[src/rtl/shift_unit_pipe_if.sv]
`default_nettype none
// ============================================================================
// Module   : shift_unit_pipe_if
// Brief    : Operation/result handshake bundle for the pipelined shift unit.
// Revision : 1.0
// ============================================================================
interface shift_unit_pipe_if #(
    parameter int WIDTH = 32,
    parameter int TAG_W = 5
);
    localparam int c_SHAMT_W = $clog2(WIDTH);

    logic                 in_valid;
    logic                 in_ready;
    logic [2:0]           in_op;
    logic [WIDTH-1:0]     in_data;
    logic [c_SHAMT_W-1:0] in_shamt;
    logic [TAG_W-1:0]     in_tag;
    logic                 flush;
    logic                 out_valid;
    logic                 out_ready;
    logic [WIDTH-1:0]     out_data;
    logic [TAG_W-1:0]     out_tag;
    logic                 out_illegal;

    modport master (
        output in_valid, in_op, in_data, in_shamt, in_tag, flush, out_ready,
        input  in_ready, out_valid, out_data, out_tag, out_illegal
    );

    modport slave (
        input  in_valid, in_op, in_data, in_shamt, in_tag, flush, out_ready,
        output in_ready, out_valid, out_data, out_tag, out_illegal
    );
endinterface
`default_nettype wire

[src/rtl/shift_unit_pipe.sv]
`default_nettype none
// ============================================================================
// Module   : shift_unit_pipe
// Brief    : Elastic pipelined barrel shifter (SLL/SRL/SRA/ROTR/ROTL) with tag.
// Revision : 1.0
// ============================================================================
module shift_unit_pipe #(
    parameter int WIDTH  = 32,
    parameter int STAGES = 2,
    parameter int TAG_W  = 5
) (
    input  logic             clk,
    input  logic             rst,
    shift_unit_pipe_if.slave bus
);
    localparam int         c_LOG_W  = $clog2(WIDTH);
    localparam int         c_BPS    = (c_LOG_W + STAGES - 1) / STAGES;
    localparam logic [2:0] c_OP_SLL  = 3'b000;
    localparam logic [2:0] c_OP_SRL  = 3'b001;
    localparam logic [2:0] c_OP_SRA  = 3'b010;
    localparam logic [2:0] c_OP_ROTR = 3'b011;
    localparam logic [2:0] c_OP_ROTL = 3'b100;

    // Shamt bits handled by stage k; empty for trailing stages that only register.
    function automatic logic [c_LOG_W-1:0] stage_mask(input int k);
        logic [c_LOG_W-1:0] m;
        m = '0;
        for (int b = 0; b < c_LOG_W; b++) begin
            if (b >= k * c_BPS && b < (k + 1) * c_BPS) m[b] = 1'b1;
        end
        return m;
    endfunction

    function automatic logic [WIDTH-1:0] shift_step(
        input logic [2:0]         op,
        input logic [WIDTH-1:0]   d,
        input logic               sign,
        input logic [c_LOG_W-1:0] shamt,
        input logic [c_LOG_W-1:0] mask
    );
        logic [WIDTH-1:0] r;
        logic [WIDTH-1:0] fill;
        r = d;
        for (int b = 0; b < c_LOG_W; b++) begin
            fill = {WIDTH{sign}} & ~({WIDTH{1'b1}} >> (1 << b));
            if (mask[b] && shamt[b]) begin
                case (op)
                    c_OP_SLL:  r = r << (1 << b);
                    c_OP_SRL:  r = r >> (1 << b);
                    c_OP_SRA:  r = (r >> (1 << b)) | fill;
                    c_OP_ROTR: r = (r >> (1 << b)) | (r << (WIDTH - (1 << b)));
                    c_OP_ROTL: r = (r << (1 << b)) | (r >> (WIDTH - (1 << b)));
                    default:   r = r;
                endcase
            end
        end
        return r;
    endfunction

    logic [STAGES-1:0]  r_v;
    logic [STAGES-1:0]  r_sign;
    logic [STAGES-1:0]  r_ill;
    logic [2:0]         r_op    [STAGES];
    logic [WIDTH-1:0]   r_data  [STAGES];
    logic [c_LOG_W-1:0] r_shamt [STAGES];
    logic [TAG_W-1:0]   r_tag   [STAGES];

    logic [STAGES-1:0]  w_adv;
    logic [STAGES-1:0]  w_src_v;
    logic [STAGES-1:0]  w_src_sign;
    logic [STAGES-1:0]  w_src_ill;
    logic [2:0]         w_src_op    [STAGES];
    logic [WIDTH-1:0]   w_src_data  [STAGES];
    logic [c_LOG_W-1:0] w_src_shamt [STAGES];
    logic [TAG_W-1:0]   w_src_tag   [STAGES];
    logic [WIDTH-1:0]   w_nxt_data  [STAGES];

    // Advance propagates backwards from the consumer through empty or moving stages.
    always_comb begin : comb_adv
        logic w_down;
        w_down = bus.out_ready;
        w_adv  = '0;
        for (int k = STAGES - 1; k >= 0; k--) begin
            w_down   = !r_v[k] || w_down;
            w_adv[k] = w_down;
        end
    end

    // Sign is captured from the operand and carried so SRA never re-reads shifted data.
    always_comb begin : comb_src
        w_src_v        = '0;
        w_src_sign     = '0;
        w_src_ill      = '0;
        w_src_v[0]     = bus.in_valid;
        w_src_ill[0]   = (bus.in_op > c_OP_ROTL);
        w_src_sign[0]  = bus.in_data[WIDTH-1];
        w_src_op[0]    = bus.in_op;
        w_src_data[0]  = (bus.in_op > c_OP_ROTL) ? '0 : bus.in_data;
        w_src_shamt[0] = bus.in_shamt;
        w_src_tag[0]   = bus.in_tag;
        for (int k = 1; k < STAGES; k++) begin
            w_src_v[k]     = r_v[k-1];
            w_src_ill[k]   = r_ill[k-1];
            w_src_sign[k]  = r_sign[k-1];
            w_src_op[k]    = r_op[k-1];
            w_src_data[k]  = r_data[k-1];
            w_src_shamt[k] = r_shamt[k-1];
            w_src_tag[k]   = r_tag[k-1];
        end
        for (int k = 0; k < STAGES; k++) begin
            w_nxt_data[k] = shift_step(w_src_op[k], w_src_data[k], w_src_sign[k],
                                       w_src_shamt[k], stage_mask(k));
        end
    end

    always_ff @(posedge clk or posedge rst) begin
        if (rst) begin
            r_v    <= '0;
            r_sign <= '0;
            r_ill  <= '0;
            for (int k = 0; k < STAGES; k++) begin
                r_op[k]    <= '0;
                r_data[k]  <= '0;
                r_shamt[k] <= '0;
                r_tag[k]   <= '0;
            end
        end else begin
            for (int k = 0; k < STAGES; k++) begin
                if (bus.flush) begin
                    r_v[k] <= 1'b0;
                end else if (w_adv[k]) begin
                    r_v[k] <= w_src_v[k];
                    if (w_src_v[k]) begin
                        r_sign[k]  <= w_src_sign[k];
                        r_ill[k]   <= w_src_ill[k];
                        r_op[k]    <= w_src_op[k];
                        r_data[k]  <= w_nxt_data[k];
                        r_shamt[k] <= w_src_shamt[k];
                        r_tag[k]   <= w_src_tag[k];
                    end
                end
            end
        end
    end

    assign bus.in_ready    = w_adv[0];
    assign bus.out_valid   = r_v[STAGES-1];
    assign bus.out_data    = r_data[STAGES-1];
    assign bus.out_tag     = r_tag[STAGES-1];
    assign bus.out_illegal = r_ill[STAGES-1];
endmodule
`default_nettype wire

[src/flat_wrapper.sv]
// flat-port wrapper written by rule: the top's interface ports become plain ports
module shift_unit_pipe_flat 
#(
    parameter int WIDTH  = 32,
    parameter int STAGES = 2,
    parameter int TAG_W  = 5
)
  (clk, rst, bus_in_valid, bus_in_op, bus_in_data, bus_in_shamt, bus_in_tag, bus_flush, bus_out_ready, bus_in_ready, bus_out_valid, bus_out_data, bus_out_tag, bus_out_illegal);
  shift_unit_pipe_if #(.WIDTH(WIDTH), .TAG_W(TAG_W)) bus_i ();
  input  logic clk;
  input  logic rst;
  input wire logic [$bits(bus_i.in_valid)-1:0] bus_in_valid;
  input wire logic [$bits(bus_i.in_op)-1:0] bus_in_op;
  input wire logic [$bits(bus_i.in_data)-1:0] bus_in_data;
  input wire logic [$bits(bus_i.in_shamt)-1:0] bus_in_shamt;
  input wire logic [$bits(bus_i.in_tag)-1:0] bus_in_tag;
  input wire logic [$bits(bus_i.flush)-1:0] bus_flush;
  input wire logic [$bits(bus_i.out_ready)-1:0] bus_out_ready;
  output wire logic [$bits(bus_i.in_ready)-1:0] bus_in_ready;
  output wire logic [$bits(bus_i.out_valid)-1:0] bus_out_valid;
  output wire logic [$bits(bus_i.out_data)-1:0] bus_out_data;
  output wire logic [$bits(bus_i.out_tag)-1:0] bus_out_tag;
  output wire logic [$bits(bus_i.out_illegal)-1:0] bus_out_illegal;
  assign bus_i.in_valid = bus_in_valid;
  assign bus_i.in_op = bus_in_op;
  assign bus_i.in_data = bus_in_data;
  assign bus_i.in_shamt = bus_in_shamt;
  assign bus_i.in_tag = bus_in_tag;
  assign bus_i.flush = bus_flush;
  assign bus_i.out_ready = bus_out_ready;
  assign bus_in_ready = bus_i.in_ready;
  assign bus_out_valid = bus_i.out_valid;
  assign bus_out_data = bus_i.out_data;
  assign bus_out_tag = bus_i.out_tag;
  assign bus_out_illegal = bus_i.out_illegal;
  shift_unit_pipe #(.WIDTH(WIDTH), .STAGES(STAGES), .TAG_W(TAG_W)) u_core (.clk(clk), .rst(rst), .bus(bus_i));
endmodule
[config.mk]
export PLATFORM = sky130hd
export DESIGN_NAME = shift_unit_pipe_flat
export DESIGN_NICKNAME = d
export VERILOG_FILES = /design/src/rtl/shift_unit_pipe_if.sv /design/src/rtl/shift_unit_pipe.sv /design/src/flat_wrapper.sv
export SDC_FILE = /design/constraint.sdc
export NUM_CORES = 1
export LEC_CHECK = 0
export CORE_UTILIZATION = 41
export CTS_CLUSTER_DIAMETER = 200
export DETAILED_ROUTE_END_ITERATION = 8
export PLACE_DENSITY = 0.71
export SYNTH_ARGS = -nofsm -noshare
export SYNTH_HDL_FRONTEND = slang
export SYNTH_SLANG_ARGS = --single-unit
[constraint.sdc]
create_clock -name clk -period 4.1 [get_ports clk]
set_input_delay 1.025 -clock clk [delete_from_list [all_inputs] [get_ports clk]]
set_output_delay 1.025 -clock clk [all_outputs]
set_load 0.02 [all_outputs]
# --- After elaboration in Yosys (flattened, before gate mapping) ---
# Index checks and enable logic that the tools add are counted.
classes:
  muxes: 15
  n_eq_ne: 8
  n_lt_le_gt_ge: 1
  bitwise_logic: 15
  reduce_logical: 11
ops:
  columns: ["operator", "count"]
  rows:
  - ["32-bit case mux with 5 select lines", 4]
  - ["32-bit 2-to-1 mux", 6]
  - ["32-bit case mux with 4 select lines", 1]
  - ["16-bit by 32-bit OR with 32-bit output", 2]
  - ["24-bit by 32-bit OR with 32-bit output", 2]
  - ["28-bit by 32-bit OR with 32-bit output", 2]
  - ["30-bit by 32-bit OR with 32-bit output", 2]
  - ["31-bit by 32-bit OR with 32-bit output", 2]
  - ["32-bit by 1-bit OR with 32-bit output", 1]
  - ["32-bit by 2-bit OR with 32-bit output", 1]
  - ["32-bit by 4-bit OR with 32-bit output", 1]
  - ["32-bit by 8-bit OR with 32-bit output", 1]
  - ["3-bit by 2-bit == test with 1-bit output, second input constant", 4]
  - ["3-bit by 1-bit == test with 1-bit output, second input constant", 2]
  - ["3-bit == test, second input constant", 2]
  - ["3-bit logical NOT", 2]
  - ["3-bit AND reduction", 2]
  - ["1-bit 2-to-1 mux", 4]
  - ["2-bit nonzero test", 2]
  - ["3-bit > comparator, second input constant", 1]
  - ["1-bit logical NOT", 2]
  - ["1-bit logical OR", 2]
  - ["2-bit OR reduction", 1]
  - ["1-bit inverter", 1]
totals:
  inputBits: 50
  out_inout_bits: 40
  wordCells: 61
  regBits: 87

# --- Depth between registers and ports, before layout ---
depth:
  ltp_word: 11
  depth_mapped: 9
  depth_no_buf: 7

# --- Least setup slack after synthesis ---
# No wires, ideal clock.
synth_path:
  path_kind: "in2reg"
  startpoint: "input bus_in_op[0]"
  endpoint: "register u_core.r_data[46] (netlist bit)"
  t_arrival_ps: 2482
  slack_ps: 1506
  n_path_buf: 1
  setup_time_ps: 111
  cell_stages: 6
  required_time_ps: 3989
  cell_sequence: "or2_1 -> buf_2 -> or4_1 -> o211a_2 -> o21a_1 -> a2111oi_2"
synth_via:
  elab_chain_cells: 11
  elab_cells_between_ends: 22
  classes_between: "1 x order compare; 4 x eq/ne; 7 x mux; 9 x bitwise; 1 x reduce/logical"
synth_lines:
  columns: ["element", "line_no", "rtl"]
  rows:
  - ["start: declaration", "flat_wrapper.sv:13", "input wire logic [$bits(bus_i.in_op)-1:0] bus_in_op;"]
  - ["3-bit > comparator", "shift_unit_pipe.sv:98", "w_src_data[0] = (bus.in_op > c_OP_ROTL) ? '0 : bus.in_data;"]
  - ["32-bit 2-to-1 mux", "shift_unit_pipe.sv:98", null]
  - ["32-bit by 1-bit OR with 32-bit output (tied with other cells)", "shift_unit_pipe.sv:52", "c_OP_ROTL: r = (r << (1 << b)) | (r >> (WIDTH - (1 << b)));"]
  - ["32-bit case mux with 5 select lines", "shift_unit_pipe.sv:47", "case (op)"]
  - ["32-bit 2-to-1 mux", "shift_unit_pipe.sv:46", "if (mask[b] && shamt[b]) begin"]
  - ["32-bit by 2-bit OR with 32-bit output (tied with other cells)", "shift_unit_pipe.sv:52", null]
  - ["32-bit case mux with 5 select lines", "shift_unit_pipe.sv:47", null]
  - ["32-bit 2-to-1 mux", "shift_unit_pipe.sv:46", null]
  - ["32-bit by 4-bit OR with 32-bit output (tied with other cells)", "shift_unit_pipe.sv:52", null]
  - ["32-bit case mux with 5 select lines", "shift_unit_pipe.sv:47", null]
  - ["32-bit 2-to-1 mux *", "shift_unit_pipe.sv:46", null]
  - ["end signal: indexed assignment", "shift_unit_pipe.sv:137", "r_data[k] <= w_nxt_data[k];"]
  - ["end: declaration", "shift_unit_pipe.sv:64", "logic [WIDTH-1:0] r_data [STAGES];"]
# Mark *: on every way between the ends. The rest lies on a longest branch, timed or not.
# A chain may end at the register's enable or synchronous reset.

# --- Final worst setup path ---
layout_path:
  startpoint: "input bus_out_ready"
  endpoint: "output bus_in_ready"
layout_via:
  elab_chain_cells: 2
layout_lines:
  columns: ["element", "line_no", "rtl"]
  rows:
  - ["start: declaration", "flat_wrapper.sv:18", "input wire logic [$bits(bus_i.out_ready)-1:0] bus_out_ready;"]
  - ["1-bit logical OR (2 in series)", "shift_unit_pipe.sv:84", "w_down = !r_v[k] || w_down;"]
  - ["end: declaration", "flat_wrapper.sv:19", "output wire logic [$bits(bus_i.in_ready)-1:0] bus_in_ready;"]
# No other way between the ends.

==> run metrics <==
count of different cell masters after synthesis=64; total CTS buffers=9; clock tree sinks=84; pin count of the biggest net entering global routing=85; Rows=48; die height=approximately 130 um; Avg Inst Size Synth=7.54 um2; H-tree Lvls=3; synthesized area=7190 um2; # IOs=90; vias in the first global route=between 6000 and 7000; critical path's top delay family=buffers and inverters; Final Skew=0.0124 ns; asr flop ratio synth=100%; max-cap violation count=0; FF+latch count, synth=84; Post-DRT Antenna Nets=0; setup bufs post-CTS=0; DR iter-0 viols=1044; Setup CP Type=input pin to primary output; Sequential Power Share=a little over a third; PD cells=418 nW/um2; CP most frequent cell=clkdlybuf4s50_1; WP buf/inv=3; Slew HR=23.1%; critical path, cell by cell=clkdlybuf4s50_1 -> and3b_1 -> inv_1 -> clkdlybuf4s50_1; Worst-Skew Late Latency=roughly 0.35 ns; number of synthesized flops with an enable pin=0; Max Slew Vio Count=0; DIE AREA=between 15000 and 20000 um2; placed cell areas=7960 um2; design area=8260 um2; Gate power share=between 40 and 50%; most frequent cells in the layout=a21oi_1, nor2_1, nand2_1; CP Capture Type=primary output; DP Wirelength=between 15000 and 20000 um; outcome=finished clean; most common cell after layout, fill and taps aside=a21oi_1; Worst-Margin Slew=1.15 ns; final setup fails=0; Wirelength per Cell=22.1 um; max incr delay on CP=0.62 ns; Initial Util=roughly two fifths; Synth area leader=dfrtp_1; Crit path required time=~3 ns; Seq/Total Area, Yosys=~29%; final period utilization=a little over four fifths; clk root buf=clkbuf_16; Total GRT Usage=approximately 30%; initial antenna violation count=0; RSZ-0062 raised after global routing=false; DRT Pass-1 Iters=5; min cycle time layout=about 3.5 ns; die width=134 um; WL final=between 20000 and 30000 um; Yosys top cell area share=29.2%; top post-synthesis cells by area=dfrtp_1, a21oi_1, nor2_1, mux2i_1, nand2_1; vias=7733; Post-Synthesis Cells=954; type of origin of the critical path=input pin; TritonCTS clock tree=built; DRC viols=0; grt ovf=0; final core occ=~48%; Nets=1006; hold slack=0.473 ns; internal power=2.07 mW; Setup TNS Final=0 ns; slowest CP cell=clkdlybuf4s50_1; Leak=3.27 nW; Yosys Warn Count=0; Peak VDD IR=343 uV; area grow syn2layout=14.8%; cts repair resizes=0; core area=17200 um2; Max Fclk=289 MHz; Final Hold Vio Count=0; Port Buffer Count=89; ANT cells=0; routability cong.=0.953; share of cells above drive strength 1=7.70%; crit path max fanout=4; switch share=40.0%; worst hold path class=register to register; crit path DAT=2.44 ns; Psw=1.38 mW; hold buffers post-CTS=0; Clk pwr share=23.5%; Vias/cell=around 6.5; Main synth FF type=dfrtp_1; Worst-path clk slew=0.07 ns; Setup WS pre-CTS=0.394 ns; first-pass GRT wire length=41000 um; Setup WS post-layout=0.635 ns; Synth Net Count=1004; CTS max path bufs=2
## layout make-up
cell class	count	area, um2
Clock inverter	7	76.3
Clock buffer	9	225
Timing Repair Buffer	116	1120
Sequential cell	84	2100
Multi-Input combinational cell	736	4420
Inverter	9	35.0
Fill cell	1699	8970
Tap cell	225	282
## path summary, 6_finish.rpt
| check | startpoint | end | slack (ns) | cells past startpoint |
|---|---|---|---|---|
| worst max register to register | u_core.r_shamt[8] | u_core.bus.out_data[4] | 1.31 | 5 |
| max in group asynchronous | rst | u_core.bus.out_data[17] | 2.61 | 3 |
| min in group asynchronous | rst | u_core.r_data[48] | 0.85 | 2 |
| worst max-delay path | bus_out_ready | bus_in_ready | 0.64 | 4 |
| worst min-delay path | u_core.r_tag[9] | u_core.r_tag[9] | 0.47 | 2 |
| worst min register to register | u_core.r_tag[9] | u_core.r_tag[9] | 0.47 | 2 |
## power by group through the flow
stage | clock (mW) | sequential, mW | combinational, mW
4_1_cts | 0.824 | 1.21 | 1.40
6_report | 0.810 | 1.22 | 1.43
5_1_grt | 0.858 | 1.24 | 1.54
3_3_place_gp | 0 | 1.22 | 1.39
2_1_floorplan | 0 | 1.14 | 1.08
3_5_place_dp | 0 | 1.23 | 1.40
## registers in the layout, summed over array words and instances (netlist names)
register and flops:
u_core.bus.out_data 32, u_core.bus.out_tag 5, u_core.r_data 32, u_core.r_ill 2
u_core.r_op 3, u_core.r_shamt 2, u_core.r_sign 1, u_core.r_tag 5
u_core.r_v 2
## worst min-delay path: cells and delay by family (launching register included)
kind,cells,cell delay (ns)
flip-flops,1,0.34
AND/OR/NAND/NOR,2,0.11
## synth_stat cells (3+ instances only)
cell	n
a211o_1	5
a211oi_1	18
a21o_1	8
a21oi_1	120
a221o_1	14
a221oi_1	8
a22o_1	10
a22oi_1	20
a2bb2oi_1	9
a31oi_1	12
a32oi_1	3
and2_1	7
buf_1	8
buf_2	29
buf_4	38
clkbuf_1	50
dfrtp_1	84
inv_1	8
mux2_2	16
mux2i_1	37
nand2_1	92
nand2b_1	10
nand3_1	18
nand4_1	3
nor2_1	110
nor2b_1	22
nor3_1	14
nor3b_1	3
nor4_1	3
o2111ai_1	3
o211a_1	4
o211ai_1	11
o21a_1	5
o21ai_0	58
o221ai_1	5
o22ai_1	48
o32ai_1	4
## cell families (layout without fill, tap and decap cells)
family / Yosys count / count (layout) / share of synthesized area [%]
AOI/OAI and AO/OA: 388 / 388 / 35.2
and+or+nand+nor: 295 / 295 / 18.5
DFF: 84 / 84 / 29.2
buffers and inverters: 134 / 141 / 9.48
muxes: 53 / 53 / 7.65
## through the flow
stage | std cells | power [mW]
finish | 1186 | 3.45
global route | 1186 | 3.64
CTS | 1186 | 3.44
detailed placement | 1170 | 2.63
global placement | 1170 | 2.61
floorplan | 954 | 2.21
## routing by layer
| layer | up-vias | global-route usage, % | part of all wire, % | wire [um] |
|---|---|---|---|---|
| li1 | 3524 | - | - | - |
| met1 | 3644 | 42.6 | 44 | 11500 |
| met2 | 495 | 43.0 | 43 | 11300 |
| met3 | 70 | 6.08 | 9.3 | 2450 |
| met4 | 0 | 12.3 | 3.8 | 991 |
| met5 | - | 0 | 0 | 0 |
Note: power is estimated with default switching activity, not from simulation.
